## src/rtl/uart_tx_fsm.sv

```systemverilog
// UART serial transmitter: one-deep holding buffer, start / MSB-first data /
// even parity / stop framing, gated on clear-to-send at each frame start.
module uart_tx_fsm #(
  parameter int DATA_BITS    = 8,
  parameter int STOP_BITS    = 2,
  parameter int CLKS_PER_BIT = 1
) (
  input  logic                 Clk,
  input  logic                 Rst,
  input  logic                 Tx_Valid,
  input  logic [DATA_BITS-1:0] Tx_Data,
  output logic                 Tx_Ready,
  input  logic                 CTS,
  output logic                 Tx_Out,
  output logic                 Tx_Busy,
  output logic                 Tx_Done
);

  localparam int BAUD_W  = (CLKS_PER_BIT > 1) ? $clog2(CLKS_PER_BIT) : 1;
  localparam int BIT_MAX = (DATA_BITS > STOP_BITS) ? DATA_BITS : STOP_BITS;
  localparam int BIT_W   = (BIT_MAX > 1) ? $clog2(BIT_MAX) : 1;

  localparam logic [BAUD_W-1:0] BAUD_LAST = BAUD_W'(CLKS_PER_BIT - 1);
  localparam logic [BIT_W-1:0]  DATA_LAST = BIT_W'(DATA_BITS - 1);
  localparam logic [BIT_W-1:0]  STOP_LAST = BIT_W'(STOP_BITS - 1);

  typedef enum logic [2:0] {
    IDLE,
    START,
    DATA,
    PARITY,
    STOP
  } state_t;

  state_t               state, state_d;
  logic [BAUD_W-1:0]    baud_cnt, baud_cnt_d;
  logic [BIT_W-1:0]     bit_cnt, bit_cnt_d;
  logic [DATA_BITS-1:0] shift, shift_d;
  logic [DATA_BITS-1:0] hold_data;
  logic                 hold_full, hold_full_d;
  logic                 parity, parity_d;
  logic                 tx_out_d;
  logic                 done_d;
  logic                 load;
  logic                 accept;
  logic                 bit_end;

  assign accept   = Tx_Valid && !hold_full;
  assign bit_end  = (baud_cnt == BAUD_LAST);
  assign Tx_Ready = !hold_full;
  assign Tx_Busy  = (state != IDLE);

  always_comb begin
    state_d    = state;
    baud_cnt_d = baud_cnt;
    bit_cnt_d  = bit_cnt;
    shift_d    = shift;
    parity_d   = parity;
    load       = 1'b0;
    done_d     = 1'b0;

    if (state != IDLE) begin
      baud_cnt_d = bit_end ? '0 : baud_cnt + 1'b1;
    end

    case (state)
      IDLE: begin
        if (hold_full && CTS) load = 1'b1;
      end
      START: begin
        if (bit_end) state_d = DATA;
      end
      DATA: begin
        if (bit_end) begin
          if (bit_cnt == DATA_LAST) begin
            state_d = PARITY;
          end else begin
            bit_cnt_d = bit_cnt + 1'b1;
            shift_d   = shift << 1;
          end
        end
      end
      PARITY: begin
        if (bit_end) state_d = STOP;
      end
      STOP: begin
        if (bit_end) begin
          if (bit_cnt == STOP_LAST) begin
            done_d = 1'b1;
            if (hold_full && CTS) load = 1'b1;
            else                  state_d = IDLE;
          end else begin
            bit_cnt_d = bit_cnt + 1'b1;
          end
        end
      end
      default: state_d = IDLE;
    endcase

    if (load) begin
      state_d  = START;
      shift_d  = hold_data;
      parity_d = ^hold_data;
    end

    // Any state entry (including Stop->Start on a back-to-back load) restarts both counters.
    if (state_d != state || load) begin
      baud_cnt_d = '0;
      bit_cnt_d  = '0;
    end

    case (state_d)
      IDLE:    tx_out_d = 1'b1;
      START:   tx_out_d = 1'b0;
      DATA:    tx_out_d = shift_d[DATA_BITS-1];
      PARITY:  tx_out_d = parity_d;
      STOP:    tx_out_d = 1'b1;
      default: tx_out_d = 1'b1;
    endcase
  end

  always_comb begin
    hold_full_d = hold_full;
    if (load)        hold_full_d = 1'b0;
    else if (accept) hold_full_d = 1'b1;
  end

  always_ff @(posedge Clk or posedge Rst) begin
    if (Rst) begin
      state     <= IDLE;
      baud_cnt  <= '0;
      bit_cnt   <= '0;
      shift     <= '0;
      parity    <= 1'b0;
      hold_data <= '0;
      hold_full <= 1'b0;
      Tx_Out    <= 1'b1;
      Tx_Done   <= 1'b0;
    end else begin
      state     <= state_d;
      baud_cnt  <= baud_cnt_d;
      bit_cnt   <= bit_cnt_d;
      shift     <= shift_d;
      parity    <= parity_d;
      hold_full <= hold_full_d;
      Tx_Out    <= tx_out_d;
      Tx_Done   <= done_d;
      if (accept) hold_data <= Tx_Data;
    end
  end

endmodule

```

## config.mk

```make
export PLATFORM = sky130hd
export DESIGN_NAME = uart_tx_fsm
export DESIGN_NICKNAME = d
export VERILOG_FILES = /design/src/rtl/uart_tx_fsm.sv
export SDC_FILE = /design/constraint.sdc
export NUM_CORES = 1
export LEC_CHECK = 0
export ABC_CLOCK_PERIOD_IN_PS = 5390
export CAP_MARGIN = 40
export CORE_MARGIN = 3
export CORE_UTILIZATION = 40
export DETAILED_ROUTE_END_ITERATION = 8
export DONT_BUFFER_PORTS = 1
export SETUP_SLACK_MARGIN = 0.5
export SLEW_MARGIN = 20
export SYNTH_ARGS = -nofsm -noshare
export SYNTH_HDL_FRONTEND = slang
export SYNTH_SLANG_ARGS = --single-unit
```

## constraint.sdc

```tcl
create_clock -name Clk -period 5.39 [get_ports Clk]
set_clock_uncertainty 0.15 [all_clocks]
set_input_delay 0.539 -clock Clk [delete_from_list [all_inputs] [get_ports Clk]]
set_output_delay 0.539 -clock Clk [all_outputs]
set_load 0.01 [all_outputs]
```

Word level (Yosys, flattened, before mapping)
Cells that the tools add are included.

Word-level logic and storage cells: 74. Bits in latches: 0. Memories: 0. Flip-flop bits (word level): 27. RAM bits: 0. Input bits: 12. Bits in read-only memories: 0.

Bitwise logic cells: 0. Equal/unequal tests: 16. Mux-type cells: 33. Shifts and indexed selects: 0. $add $sub $neg: 2. $lt $le $gt $ge: 0. Reduce and logical (&&, ||, !) cells: 13. Divide/modulo/power cells: 0. Multipliers: 0.

Operator list (count): 3-bit 2-to-1 mux (13); 8-bit 2-to-1 mux (4); 3-bit one-hot mux with 5 select lines (1); 3-bit by 2-bit == test with 1-bit output (second input constant) (4); 1-bit 2-to-1 mux (12); 3-bit != test (second input constant) (4); 3-bit by 1-bit == test with 1-bit output (second input constant) (3); 8-bit XOR reduction (1); 3-bit == test (second input constant) (2); 3-bit one-hot mux with 2 select lines (1); 2-bit nonzero test (3); 3-bit nonzero test (2); 5-bit AND reduction (1); 3-bit by 1-bit adder with 3-bit output (second input constant) (1); 3-bit logical NOT (1); 3-bit != test (1); 1-bit one-hot mux with 3 select lines (1); 3-bit AND reduction (1); 1-bit logical AND (2); 2-bit by 1-bit != test with 1-bit output (second input constant) (1); 2-bit != test (second input constant) (1); 1-bit one-hot mux with 2 select lines (1); 1-bit adder (second input constant) (1); 1-bit logical NOT (1); 1-bit logical OR (1).

Depth between registers and ports, before layout
Depth after elaboration: 10. Depth in mapped cells: 8. Gate-level depth less buffers: 6.

Worst setup path before layout
OpenSTA, ideal clock, no wires.

Path type: reg2reg. From: register bit_cnt[0]. To: register bit_cnt[1]. Period minus slack after synthesis: 1.951 ns. Data arrival time: 1.723 ns. Path buffers: 0. Slack: 3.439 ns. Cell stages (with the launch flop): 7. Required time: 5.162 ns. Library setup time: 0.078 ns. Cell sequence: dfrtp_1 > ha_1 > ha_1 > or4b_2 > o21ai_0 > o21ai_0 > a21oi_1.

Longest elaborated chain between the ends: 9.

RTL lines: start: declaration (line 37) `logic [BIT_W-1:0] bit_cnt, bit_cnt_d;`; start signal: assignment (line 142) `bit_cnt <= bit_cnt_d;`; 3-bit by 1-bit == test with 1-bit output or 3-bit == test (tied branches) (line 88, 75); 3-bit 2-to-1 mux, or another cell as far along (line 88) `if (bit_cnt == STOP_LAST) begin`; 3-bit 2-to-1 mux, or another cell as far along (line 87) `if (bit_end) begin`; 3-bit one-hot mux with 5 select lines or 1-bit one-hot mux with 2 select lines (tied branches) (line 66) `case (state)`; 3-bit 2-to-1 mux (line 100) `if (load) begin`; 3-bit != test (line 107) `if (state_d != state || load) begin`; 1-bit logical OR (line 107); 3-bit != test (no line) or 3-bit nonzero test (tied branches); 5-bit AND reduction (no line).

Parallel ways exist; a longest one is shown, timed or not. The select of a mux whose other input is x is not followed. A chain may end at the register's enable or synchronous reset.

Worst setup path after layout
From: register state[1]. To: register shift[7].

Longest elaborated chain between the ends: 3.

RTL lines: start: declaration (line 35) `state_t state, state_d;`; start signal: assignment (line 140) `state <= state_d;`; 3-bit == test, or another cell as far along (line 66); 1-bit one-hot mux with 2 select lines or 8-bit 2-to-1 mux (tied branches) (line 66); 8-bit 2-to-1 mux * (line 100); net shift_d[7] (line 38) `logic [DATA_BITS-1:0] shift, shift_d;`; end signal: assignment (line 143) `shift <= shift_d;`; end: declaration (line 38).

Mark *: on every way through the listed nets, which the timed path passes. The rest lies on a longest branch. The select of a mux whose other input is x is not followed.

==> metrics.md <==
| Metric | Value |
|---|---|
| Max frequency | `429 MHz` |
| Root Buffer | `clkbuf_4` |
| Skew-Pair Late Insertion Delay | `0.32 ns` |
| MaxCap Viol Count | `0` |
| GPL Wtd Cong | `0.729` |
| Vias in the first global route | `944` |
| Status | `finished clean` |
| Final Cycle Share | `43.3%` |
| Drt initial violations | `31` |
| Dpl ws | `3.05 ns` |
| Critical path data arrival time | `2.41 ns` |
| Count leader, synth | `dfrtp_1` |
| Post-synth EDFFs | `0` |
| Die W | `64.9 microns` |
| Crit path time final | `2.33 ns` |
| Max-slew violations | `0` |
| RR Endpoint | `shift[7]$_DFF_PP0_` |
| Die H | `64.9 microns` |
| Mean Syn Cell Area | `10.5 sq um` |
| FF+latch count, synth | `26` |
| Actual slew at the worst max-slew pin | `0.683 ns` |
| Top cells by area, synth | `dfrtp_1 45%, mux2_2 6.5%, mux2i_1 5.8%` |
| H-Tree Depth | `1` |
| Hpwl dp | `1730 microns` |
| Slew headroom | `54.3%` |
| Synth unique cells | `34` |
| Hold Crit Class | `primary input to register` |
| RSZ-0062 raised after global routing | `no` |
| Crit start category | `register` |
| Main synth FF type | `dfrtp_1` |
| Worst EP required | `5.47 ns` |
| Reg clk slew, reported paths | `0.14 ns` |
| WL per Instance | `13.9 microns` |
| Final WS setup | `3.06 ns` |
| Hold Violations, Final | `0` |
| Syn. warnings | `0` |
| Lkg Pwr | `0.603 nW` |
| Share of the yosys chip area belonging to registers | `46.9%` |
| Syn Inst Count | `132` |
| Vias | `929` |
| Area Growth Syn to Fin | `6.67%` |
| Top-Level Pins | `16` |
| Worst Setup EP | `shift[7]$_DFF_PP0_` |
| Die area | `4220 sq um` |
| CP max-delay cell | `dfrtp_1` |
| Port Buf Inserts | `0` |
| Filler Cell Count | `299` |
| Critical path's top delay family | `simple AND/OR/NAND/NOR gates` |
| Area of the core | `3180 sq um` |
| FF-to-FF setup slack | `3.06 ns` |
| First-pass GRT wire length | `4220 microns` |
| PD cells | `653 nW/um^2` |
| Reg2reg start | `state[1]$_DFF_PP0_` |
| DRC errors left | `0` |
| Fin nets | `146` |
| Largest area contributor in the netlist | `dfrtp_1` |
| Clk sinks | `26` |
| CTS Buf Count | `3` |
| Crit path kind | `register to register` |
| Layout cell share with drive strength beyond 1 | `14.6%` |
| Post-synth top area share | `45.0%` |
| Worst hold margin | `0.190 ns` |
| Critical Path Fanout Max | `21` |
| Power Total | `0.000967 W` |
| Diode count | `0` |
| Endpoint class of the critical path | `register` |
| First-pass detailed-route iteration total | `4` |
| CTS Buffer Depth | `2` |
| Mapped cell area | `1390 sq um` |
| Syn nets | `147` |
| DR vias/cell | `5.34` |
| Antenna viol nets, final | `0` |
| Post_cts resized | `0` |
| Setup_tns | `0 ns` |
| Final setup violation count | `0` |
| Crit. path cell count | `4` |
| VDD IR-drop max | `0.363 mV` |
| Most instantiated cells after synthesis | `25 x dfrtp_1, 16 x nand2_1` |
| Grt total ovfl | `0` |
| Post-synthesis async set-or-reset flop share | `100%` |
| Row cnt | `20` |
| Critical-path cell list | `nor2b_1, nor3b_2, mux2i_1, o21ai_1` |
| Initial core utilization | `43.7%` |
| Buffer and inverter count on the worst path | `0` |
| R2r worst-path depth | `4` |
| Largest net degree at the start of global routing | `22` |
| CTS tree | `built` |
| CP startpoint | `state[1]$_DFF_PP0_` |
| Critical Path Max Stage Delay | `0.79 ns` |
| Final WL | `2410 microns` |
| Initial antenna violation count | `0` |
| GRT Total Usage | `12.8%` |
logic make-up (layout without fill, tap and decap cells):
kind of cell | Yosys count | after routing | share of synthesized area, %
and+or+nand+nor | 37 | 37 | 14.1
xor gates and xnor gates | 8 | 8 | 5.05
muxes | 16 | 16 | 12.3
adders and majority gates | 3 | 3 | 2.70
AOI/OAI and AO/OA | 29 | 29 | 14.1
DFF | 26 | 26 | 46.9
buffers and inverters | 13 | 11 | 4.86
timing repair:
item	4_1_cts	5_1_grt
setup buffers	0	0
hold buffers	1	0
endpoints found under the hold margin	6	0
metal layers:
metal | up-vias | global-route usage, % | routed length [microns] | part of all wire [%]
li1 | 455 | - | - | -
met1 | 452 | 18.5 | 1210 | 50
met2 | 20 | 18.5 | 1090 | 45
met3 | 2 | 2.77 | 87 | 3.6
met4 | 0 | 5.01 | 20 | 0.83
met5 | - | 0 | 0 | 0
registers in the layout (all words and copies together), names as in the netlist:
register   flops
bit_cnt        3
Tx_Out         1
shift          8
Tx_Done        1
hold_data      8
state          3
parity         1
hold_full      1
cell type report:
type | count | area [sq um] | share of cell area, %
clock buffers | 3 | 22.5 | 1.52
well taps | 44 | 55.1 | 3.72
repair buffers | 3 | 32.5 | 2.20
flip-flops and latches | 26 | 652 | 44.0
multi-input cells | 93 | 674 | 45.5
clock inverters | 1 | 30.0 | 2.03
inverters | 4 | 15.0 | 1.01
worst min-delay path by stage:
stage	start	endpoint	slack [ns]	cells after the start
after global placement	hold_data[2]$_DFFE_PP0P_	shift[2]$_DFFE_PP0P_	0.37	2
final	Tx_Valid	hold_full$_DFFE_PP0P_	0.19	2
after detailed placement	Rst	hold_full$_DFFE_PP0P_	0.24	1
after floorplan	hold_data[1]$_DFFE_PP0P_	shift[1]$_DFFE_PP0P_	0.34	2
after CTS	Tx_Valid	hold_full$_DFFE_PP0P_	0.19	2
after global routing	Tx_Data[0]	hold_data[0]$_DFFE_PP0P_	0.18	1
worst register-to-register path: stages (launching register included):
cell and delay [ns]:
dfrtp_1 0.79, nor2b_1 0.31, nor3b_2 0.62, mux2i_1 0.30, o21ai_1 0.07
layout by cell type (no fill, tap or decap), types with 2 or more instances in the layout:
| cell type | Yosys | final |
|---|---|---|
| dfrtp_1 | 25 | 25 |
| nand2_1 | 16 | 16 |
| mux2_2 | 8 | 8 |
| mux2i_1 | 8 | 8 |
| o21ai_1 | 8 | 8 |
| a21oi_1 | 8 | 8 |
| xnor2_1 | 8 | 8 |
| nor2_1 | 6 | 6 |
| inv_1 | 4 | 4 |
| a211oi_1 | 3 | 3 |
| o21ai_0 | 3 | 3 |
| ha_1 | 3 | 3 |
| clkbuf_4 | 0 | 3 |
| nor2b_1 | 2 | 2 |
| nand3b_1 | 2 | 2 |
| or3_1 | 2 | 2 |
| a2bb2oi_1 | 2 | 2 |
report_power, final:
group / internal [W] / total, W / switching, W
sequential: 0.000287 / 0.000406 / 0.000120
clock: 0.0000752 / 0.000134 / 0.0000592
combinational: 0.000232 / 0.000426 / 0.000194
total: 0.000594 / 0.000967 / 0.000373
through the flow:
| stage | std cells | instance area, sq um | util [%] |
|---|---|---|---|
| after CTS | 173 | 1470 | 46.4 |
| after global routing | 174 | 1480 | 46.6 |
| after detailed placement | 168 | 1410 | 44.4 |
| after global placement | 167 | 1390 | 43.8 |
| after floorplan | 132 | 1390 | - |
| final | 174 | 1480 | 46.6 |
Power figures use the tool's default switching activity.
